===== config.mk =====
export PLATFORM = sky130hd
export DESIGN_NAME = latch_array_fifo
export DESIGN_NICKNAME = d
export VERILOG_FILES = /design/src/rtl/latch_array_fifo_pkg.sv /design/src/rtl/latch_array_fifo_latch_word.sv /design/src/rtl/latch_array_fifo.sv
export SDC_FILE = /design/constraint.sdc
export NUM_CORES = 1
export LEC_CHECK = 0
export ABC_AREA = 1
export CORE_MARGIN = 4
export CORE_UTILIZATION = 46
export CTS_BUF_LIST = sky130_fd_sc_hd__clkbuf_16
export CTS_CLUSTER_SIZE = 25
export DETAILED_ROUTE_END_ITERATION = 10
export HOLD_SLACK_MARGIN = 0.02
export PLACE_DENSITY = 0.74
export SKIP_CTS_REPAIR_TIMING = 1
export SYNTH_ARGS = -nofsm -noshare
export SYNTH_HDL_FRONTEND = slang
export SYNTH_SLANG_ARGS = --single-unit

===== constraint.sdc =====
create_clock -name clk -period 1.7 [get_ports clk]
set_input_delay 0.17 -clock clk [delete_from_list [all_inputs] [get_ports clk]]
set_output_delay 0.17 -clock clk [all_outputs]
set_load 0.01 [all_outputs]

===== src/rtl/latch_array_fifo_pkg.sv =====
// Shared constants and elaboration helpers for the latch-array FIFO.
package latch_array_fifo_pkg;

  // Value each rd_data bit takes while the FIFO is empty or in reset.
  localparam logic RD_RESET_BIT = 1'b0;

  // Ceiling log2, used to derive the pointer index width from DEPTH.
  function automatic int log2_ceil(input int value);
    int r;
    r = 0;
    for (int i = 0; i < 32; i++) begin
      if ((1 << r) < value) r = r + 1;
    end
    return r;
  endfunction

endpackage


===== src/rtl/latch_array_fifo_latch_word.sv =====
// One FIFO storage word: a WIDTH-bit level-sensitive latch, open while clk is low.
module latch_word #(
  parameter int WIDTH = 8
) (
  input  logic             clk,
  input  logic             rst_n,
  input  logic             en,
  input  logic [WIDTH-1:0] d,
  output logic [WIDTH-1:0] q
);

  // NOTE: always_latch marks the latch as intentional; the storage is not
  // reset because reset closes the enable and the read mux masks stale words.
  always_latch begin
    if (en && !clk && rst_n) q <= d;
  end

endmodule


===== src/rtl/latch_array_fifo.sv =====
// Same-clock FIFO: flop pointers/flags/staging around a DEPTH x WIDTH latch array, FWFT read.
module latch_array_fifo
  import latch_array_fifo_pkg::*;
#(
  parameter int WIDTH = 8,
  parameter int DEPTH = 4,
  parameter int AW    = log2_ceil(DEPTH)
) (
  input  logic             clk,
  input  logic             rst_n,
  input  logic             wr_en,
  input  logic [WIDTH-1:0] wr_data,
  output logic             full,
  input  logic             rd_en,
  output logic [WIDTH-1:0] rd_data,
  output logic [WIDTH-1:0] rd_data_b,
  output logic             empty,
  output logic [AW:0]      count,
  output logic             ovf,
  output logic             udf
);

  localparam logic [AW:0]      PTR_ONE   = (AW+1)'(1);
  localparam logic [AW:0]      PTR_DEPTH = (AW+1)'(DEPTH);
  localparam logic [DEPTH-1:0] SEL_ONE   = {{(DEPTH-1){1'b0}}, 1'b1};

  logic [AW:0]      wr_ptr, rd_ptr, cm_ptr;
  logic [AW:0]      used;
  logic [WIDTH-1:0] wdat_q;
  logic [DEPTH-1:0] sel_q;
  logic [WIDTH-1:0] word_q [DEPTH];
  logic             wr_go, rd_go;

  // Flags depend only on registered pointers, so wr_en/rd_en never reach them.
  assign used  = wr_ptr - rd_ptr;
  assign full  = (used == PTR_DEPTH);
  assign empty = (rd_ptr == cm_ptr);
  assign count = used;
  assign wr_go = wr_en && !full;
  assign rd_go = rd_en && !empty;

  // NOTE: sequential state uses non-blocking assignments so every flop samples
  // pre-edge values regardless of statement order.
  always_ff @(posedge clk or negedge rst_n) begin
    if (!rst_n) begin
      wr_ptr <= '0;
      rd_ptr <= '0;
      cm_ptr <= '0;
      wdat_q <= '0;
      sel_q  <= '0;
      ovf    <= 1'b0;
      udf    <= 1'b0;
    end else begin
      // A word becomes readable one cycle after acceptance, once its latch has closed.
      cm_ptr <= wr_ptr;
      sel_q  <= '0;
      if (wr_go) begin
        wdat_q <= wr_data;
        sel_q  <= SEL_ONE << wr_ptr[AW-1:0];
        wr_ptr <= wr_ptr + PTR_ONE;
      end
      if (rd_go) rd_ptr <= rd_ptr + PTR_ONE;
      if (wr_en && full)  ovf <= 1'b1;
      if (rd_en && empty) udf <= 1'b1;
    end
  end

  for (genvar i = 0; i < DEPTH; i++) begin : g_word
    latch_word #(.WIDTH(WIDTH)) u_word (
      .clk   (clk),
      .rst_n (rst_n),
      .en    (sel_q[i]),
      .d     (wdat_q),
      .q     (word_q[i])
    );
  end

  assign rd_data   = empty ? {WIDTH{RD_RESET_BIT}} : word_q[rd_ptr[AW-1:0]];
  assign rd_data_b = ~rd_data;

endmodule


==> reports/results.tsv, run 1 <==
stage	metric	value	unit
finish	most common cell after layout, fill and taps aside	nand2_1	
worst_setup_path	crit path launch type	latch	
power	Pwr Density	2370	nW/µm²
finish	most frequent cells in the layout	nand2_1, clkbuf_16, dlxtp_1	
global_routing	global-route wire length before repair	10100	µm
drt	wire per inst	22.2	µm
yosys	Synth area leader	dfrtp_1	
sta	worst slew pin tran	0.544	ns
hold_path	worst min-delay path category	input pin to async pin	
yosys	Seq cells post-synth	55	
yosys	Synth Area per Inst	8.31	µm²
placed_design	Post-Place Cell Area	2450	µm²
yosys	Synth Warn #	0	
clock_network	clk slew on worst S/H paths	0.06	ns
sta	slew margin rel.	63.6	%
floorplan	DIE WIDTH	72.6	µm
drt	vias per cell	5.67	
outcome	failing checks	negative setup slack	
drt	DR pass1 iterations	5	
drt	ANT nets after route	0	
sta	Final Setup Violations	41	
outcome	status	finished with violations	
worst_setup_path	flop-to-flop setup slack	-0.35	ns
worst_setup_path	RR Startpoint	rd_ptr[0]$_DFFE_PN0P_	
sta	setup_tns	-33.14	ns
global_routing	total global routing overflow	0	
power	peak supply drop	2.27	mV
finish	layout cells sized above 1	44.9	%
floorplan	area of the core	4030	µm²
sta	fin worst setup slack	-1.60	ns
worst_setup_path	Setup Crit Path Kind	latch to output pin	
worst_setup_path	Max FO, Critical Path	2	
power	leakage	1.88	nW
placed_design	DPL Wire Length	2960	µm
placed_design	I/O Buffers	34	
yosys	Synth area leaders	dfrtp_1, dlxtp_1, nand2_1	
finish	register area	1060	µm²
finish	Final Net Count	352	
power	switching pwr	3.52	mW
floorplan	Starting Density	47.6	%
yosys	mapped cell area	1920	µm²
worst_setup_path	Worst EP arrival	3.13	ns
finish	number of inserted diodes	0	
worst_setup_path	Crit. End Element	output pin	
global_routing	pin count of the biggest net entering global routing	24	
power	Int Pwr	5.17	mW
drt	Vias	2167	
sta	WHS	0.0661	ns
floorplan	row count	23	
power	register share of total power	14.6	%
sta	Final Max Slew Viols	0	
yosys	post-synthesis cell count	231	
floorplan	die footprint	5270	µm²
yosys	post-synthesis cell type count	20	
placed_design	RD Place Congestion	0.709	
power	PnR Total Power	8.69	mW
yosys	Synth top area share	30.0	%
global_routing	Total GRT Usage	28.7	%
floorplan	Vert. Die Dim	72.6	µm
finish	Area growth, synth to finish	91.3	%
drt	initial DRC count	315	
worst_setup_path	cells on worst reg2reg path	13	
job	Max Cap Viol	0	
clock_network	TritonCTS clock tree	built	
global_routing	vias in the first global route	2043	
yosys	syn_nets	250	
power	Gate power share	54.1	%
placed_design	Setup WS pre-CTS	-0.514	ns
sta	RSZ-0062 raised after global routing	true	
finish	area of the multi-input gates	926	µm²
sta	clk_skew	0.106	ns
drt	overall routed net length	8470	µm
sta	Final Hold Vio Count	0	
power	Clock Power Share	31.3	%
drt	Residual DRC	0	
finish	Fill cells	161	
clock_network	worst skew pair latency	1.16	ns
worst_setup_path	r2r endpoint	wdat_q[5]$_DFFE_PN0P_	
finish	Final Instance Area	3670	µm²
worst_setup_path	Req. time, crit path	1.53	ns
floorplan	Ports	35	
global_routing	initial antenna violation count	0	
power	switching portion of total power	40.5	%
-- how the worst max path moves through the flow --
| stage | startpoint | to | slack, ns |
|---|---|---|---|
| finish | g_word[3].u_word.q[7]$_DLATCH_P_ | rd_data[7] | -1.60 |
| global route | g_word[3].u_word.q[7]$_DLATCH_P_ | rd_data[7] | -1.70 |
| CTS | g_word[1].u_word.q[0]$_DLATCH_P_ | rd_data[0] | -1.91 |
| detailed placement | g_word[0].u_word.q[2]$_DLATCH_P_ | rd_data[2] | -0.51 |
| global placement | g_word[0].u_word.q[2]$_DLATCH_P_ | rd_data[2] | -0.48 |
| floorplan | wr_ptr[0]$_DFFE_PN0P_ | wr_ptr[1]$_DFFE_PN0P_ | -0.02 |
-- registers in the layout, indices dropped and copies added, names as in the netlist --
signal,flops
g_word.u_word.q,32
cm_ptr,3
rd_ptr,3
udf,1
wdat_q,8
ovf,1
wr_ptr,3
sel_q,4
-- cell families after synthesis --
| kind of cell | share of synthesized area, % |
|---|---|
| AND/OR/NAND/NOR | 28.4 |
| buffers and inverters | 9.26 |
| latches | 25.0 |
| flip-flops | 30.0 |
| adder cells (fa/ha/maj) | 4.95 |
| XOR/XNOR | 1.83 |
| AO/OA/AOI/OAI | 0.522 |
-- worst max-delay path, cell delays in order, from the launching register on --
cell	delay, ns
dlxtp_1	0.34
nand2_1	0.06
nand3_1	0.11
nand3_2	0.13
inv_2	0.09
buf_6	0.11
-- per-stage QoR --
step	utilization, %	std cells
2_1_floorplan	-	231
3_3_place_gp	60.8	327
3_5_place_dp	60.8	327
4_1_cts	80.8	360
5_1_grt	91.1	382
6_report	91.1	382
-- cell type report --
type	instances	share of cell area [%]
sequential	55	28.8
multi-input combinational	136	25.2
clock buffer	32	21.8
timing repair buffer	75	18.9
inverter	32	3.34
tap	50	1.70
clock inverter	2	0.204
-- cell usage after synthesis --
cell / n
dlxtp_1: 32
buf_4: 3
dfrtp_1: 23
fa_1: 1
xnor2_1: 3
buf_2: 4
buf_6: 1
nor2_2: 2
nand2_1: 70
nand2_2: 2
ha_1: 6
nand2_4: 1
nand3_2: 2
nand3_4: 1
o21ai_0: 2
inv_1: 32
inv_2: 1
xor2_1: 1
nand3_1: 35
nor2_1: 9
-- power by group through the flow --
stage | sequential, mW | combinational [mW] | clock, mW
after floorplan | 1.13 | 1.82 | 0.0408
after global placement | 1.16 | 3.28 | 0.0408
after detailed placement | 1.17 | 3.34 | 0.0407
after CTS | 1.20 | 3.47 | 2.72
after global routing | 1.28 | 4.97 | 2.85
final | 1.27 | 4.70 | 2.72
-- layer usage --
layer	GRT usage [%]	routed length (µm)	vias to the layer above
li1	-	-	913
met1	28.5	3130	1037
met2	37.9	3880	159
met3	17.6	832	58
met4	32.8	626	0
met5	0	0	-
No activity file was read; power rests on OpenSTA's default activity.
==> run 2, diff against run 1 <==
--- a/config.mk
+++ b/config.mk
@@ -14,6 +14,7 @@
 export HOLD_SLACK_MARGIN = 0.02
 export PLACE_DENSITY = 0.74
 export SKIP_CTS_REPAIR_TIMING = 1
+export SKIP_LAST_GASP = 1
 export SYNTH_ARGS = -nofsm -noshare
 export SYNTH_HDL_FRONTEND = slang
 export SYNTH_SLANG_ARGS = --single-unit
==> run 2 against run 1 <==
  * The flow still finishes with violations (negative setup slack)
  * Clock-buffer cell count is the same
  * Sequential share of layout area grew 0.48 points
  * Non-clock buffer count is the same
  * First-iteration DRC count shrank 3.5%
  * Highest routed layer unchanged
==> reports/results.tsv, run 2 (same netlist as run 1, synthesis figures left out) <==
stage	metric	value	unit	change
power	register share of total power	14.9	%	+0.3 points
hold_path	hold depth	3		
outcome	status	finished with violations		
power	Clock Power Share	32.1	%	+0.8 points
global_routing	vias in the first global route	2043		unchanged
worst_setup_path	flop-to-flop setup slack	-0.39	ns	-0.04 ns
clock_network	clk slew on worst S/H paths	0.07	ns	about the same
sta	Final Setup Violations	41		unchanged
drt	DR pass1 iterations	5		unchanged
sta	Final Hold Vio Count	0		unchanged
global_routing	global-route wire length before repair	10100	µm	unchanged
worst_setup_path	crit path launch type	latch		
floorplan	Ports	35		unchanged
finish	number of inserted diodes	0		unchanged
placed_design	Post-Place Cell Area	2450	µm²	unchanged
power	leakage	1.87	nW	-0.50%
sta	fin worst setup slack	-1.47	ns	+0.127 ns
worst_setup_path	Worst EP arrival	3.00	ns	-0.13 ns
worst_setup_path	crit-path cells	nand2_1, nand3_2, nand3_2, inv_1, buf_2		
worst_setup_path	cells on worst reg2reg path	11		-2
floorplan	row count	23		unchanged
drt	overall routed net length	8330	µm	-1.7%
sta	clk_skew	0.0906	ns	-0.0153 ns
drt	wire per inst	21.8	µm	-1.7%
global_routing	pin count of the biggest net entering global routing	24		unchanged
worst_setup_path	Crit. End Element	output pin		
sta	RSZ-0062 raised after global routing	true		
finish	Final Net Count	352		unchanged
floorplan	area of the core	4030	µm²	unchanged
finish	Final Instance Area	3610	µm²	-1.6%
power	Gate power share	53.1	%	-1.0 points
worst_setup_path	Crit-path slowest cell	dlxtp_1		
job	Max Cap Viol	0		unchanged
finish	Area growth, synth to finish	88.1	%	
drt	vias per cell	5.62		-1.0%
clock_network	worst skew pair latency	1.06	ns	-0.10 ns
global_routing	initial antenna violation count	0		unchanged
worst_setup_path	CP most frequent cell	nand3_2		
finish	max reg flops	32		unchanged
floorplan	DIE WIDTH	72.6	µm	unchanged
global_routing	Total GRT Usage	28.7	%	unchanged
global_routing	total global routing overflow	0		unchanged
drt	ANT nets after route	0		unchanged
placed_design	DPL Wire Length	2960	µm	unchanged
finish	largest registers	g_word.u_word.q: 32 flops, wdat_q: 8 flops, sel_q: 4 flops		
sta	slew margin rel.	61.2	%	-2.4 points
power	Pwr Density	2350	nW/µm²	-0.78%
sta	Final Max Slew Viols	0		unchanged
power	switching portion of total power	40.3	%	-0.20 points
floorplan	Vert. Die Dim	72.6	µm	unchanged
finish	Layout Utilization	89.6	%	-1.5 points
sta	setup_tns	-30.98	ns	+2.16 ns
sta	worst slew pin tran	0.580	ns	+0.0362 ns
worst_setup_path	Setup Crit Path Kind	latch to output pin		
worst_setup_path	Req. time, crit path	1.53	ns	about the same
drt	Vias	2145		-1.0%
power	Int Pwr	5.06	mW	-2.1%
placed_design	RD Place Congestion	0.709		unchanged
worst_setup_path	Max stage delay on crit path	0.40	ns	+0.06 ns
worst_setup_path	Max FO, Critical Path	2		unchanged
drt	initial DRC count	304		-3.5%
placed_design	Setup WS pre-CTS	-0.514	ns	unchanged
hold_path	worst min-delay path category	input pin to flop		
drt	Residual DRC	0		unchanged
outcome	failing checks	negative setup slack		
floorplan	Starting Density	47.6	%	unchanged
finish	most common cell after layout, fill and taps aside	nand2_1		
placed_design	I/O Buffers	34		unchanged
floorplan	die footprint	5270	µm²	unchanged
finish	Most flops, register	g_word.u_word.q		
power	peak supply drop	2.19	mV	-3.7%
clock_network	TritonCTS clock tree	built		
finish	layout cells sized above 1	40.4	%	-4.5 points
finish	most frequent cells in the layout	nand2_1, clkbuf_16, dlxtp_1		
power	switching pwr	3.42	mW	-2.9%
[run 2: final cells by class]
class,count,area (µm²)
clock buffer,32,801
clock inverter,2,7.51
fill,171,418
inverter,32,123
multi-input combinational,136,878
sequential,55,1060
tap,50,62.6
timing repair buffer,75,682
[run 2: stage by stage]
| stage | std cells | power, mW | hold slack [ns] |
|---|---|---|---|
| finish | 382 | 8.48 | 0.0870 |
| global route | 382 | 8.87 | 0.0881 |
| CTS | 360 | 7.39 | -0.489 |
| detailed placement | 327 | 4.55 | 0.438 |
| global placement | 327 | 4.47 | 0.438 |
| floorplan | 231 | 2.99 | -0.126 |
[run 2: worst paths after layout]
check,from,end
setup / recovery,g_word[0].u_word.q[6]$_DLATCH_P_,rd_data[6]
hold / removal,wr_en,wr_ptr[0]$_DFFE_PN0P_
setup reg to reg,rd_ptr[0]$_DFFE_PN0P_,wdat_q[3]$_DFFE_PN0P_
hold reg to reg,ovf$_DFFE_PN0P_,ovf$_DFFE_PN0P_
max in group gated,sel_q[0]$_DFF_PN0_,clock gate
max in group asynchronous,rst_n,rd_ptr[0]$_DFFE_PN0P_
min in group asynchronous,rst_n,udf$_DFFE_PN0P_
min in group gated,rst_n,clock gate
[run 2: power groups by stage]
stage,Clock [mW],Combinational [mW],Sequential [mW]
2_1_floorplan,0.0408,1.82,1.13
3_3_place_gp,0.0408,3.28,1.16
3_5_place_dp,0.0407,3.34,1.17
4_1_cts,2.72,3.47,1.20
5_1_grt,2.82,4.77,1.28
6_report,2.72,4.50,1.26
[run 2: critical path: cells and delay by family, from the launching register on]
kind          cells  cell delay, ns
buf+inv           2            0.18
simple gates      3            0.32
latches           1            0.40
[run 2: layer usage]
metal / track usage, % / wire, µm / up-vias
met3: 17.6 / 687 / 59
met4: 32.8 / 595 / 0
met5: 0 / 0 / -
li1: - / - / 907
met1: 28.5 / 2990 / 1034
met2: 37.9 / 4050 / 145
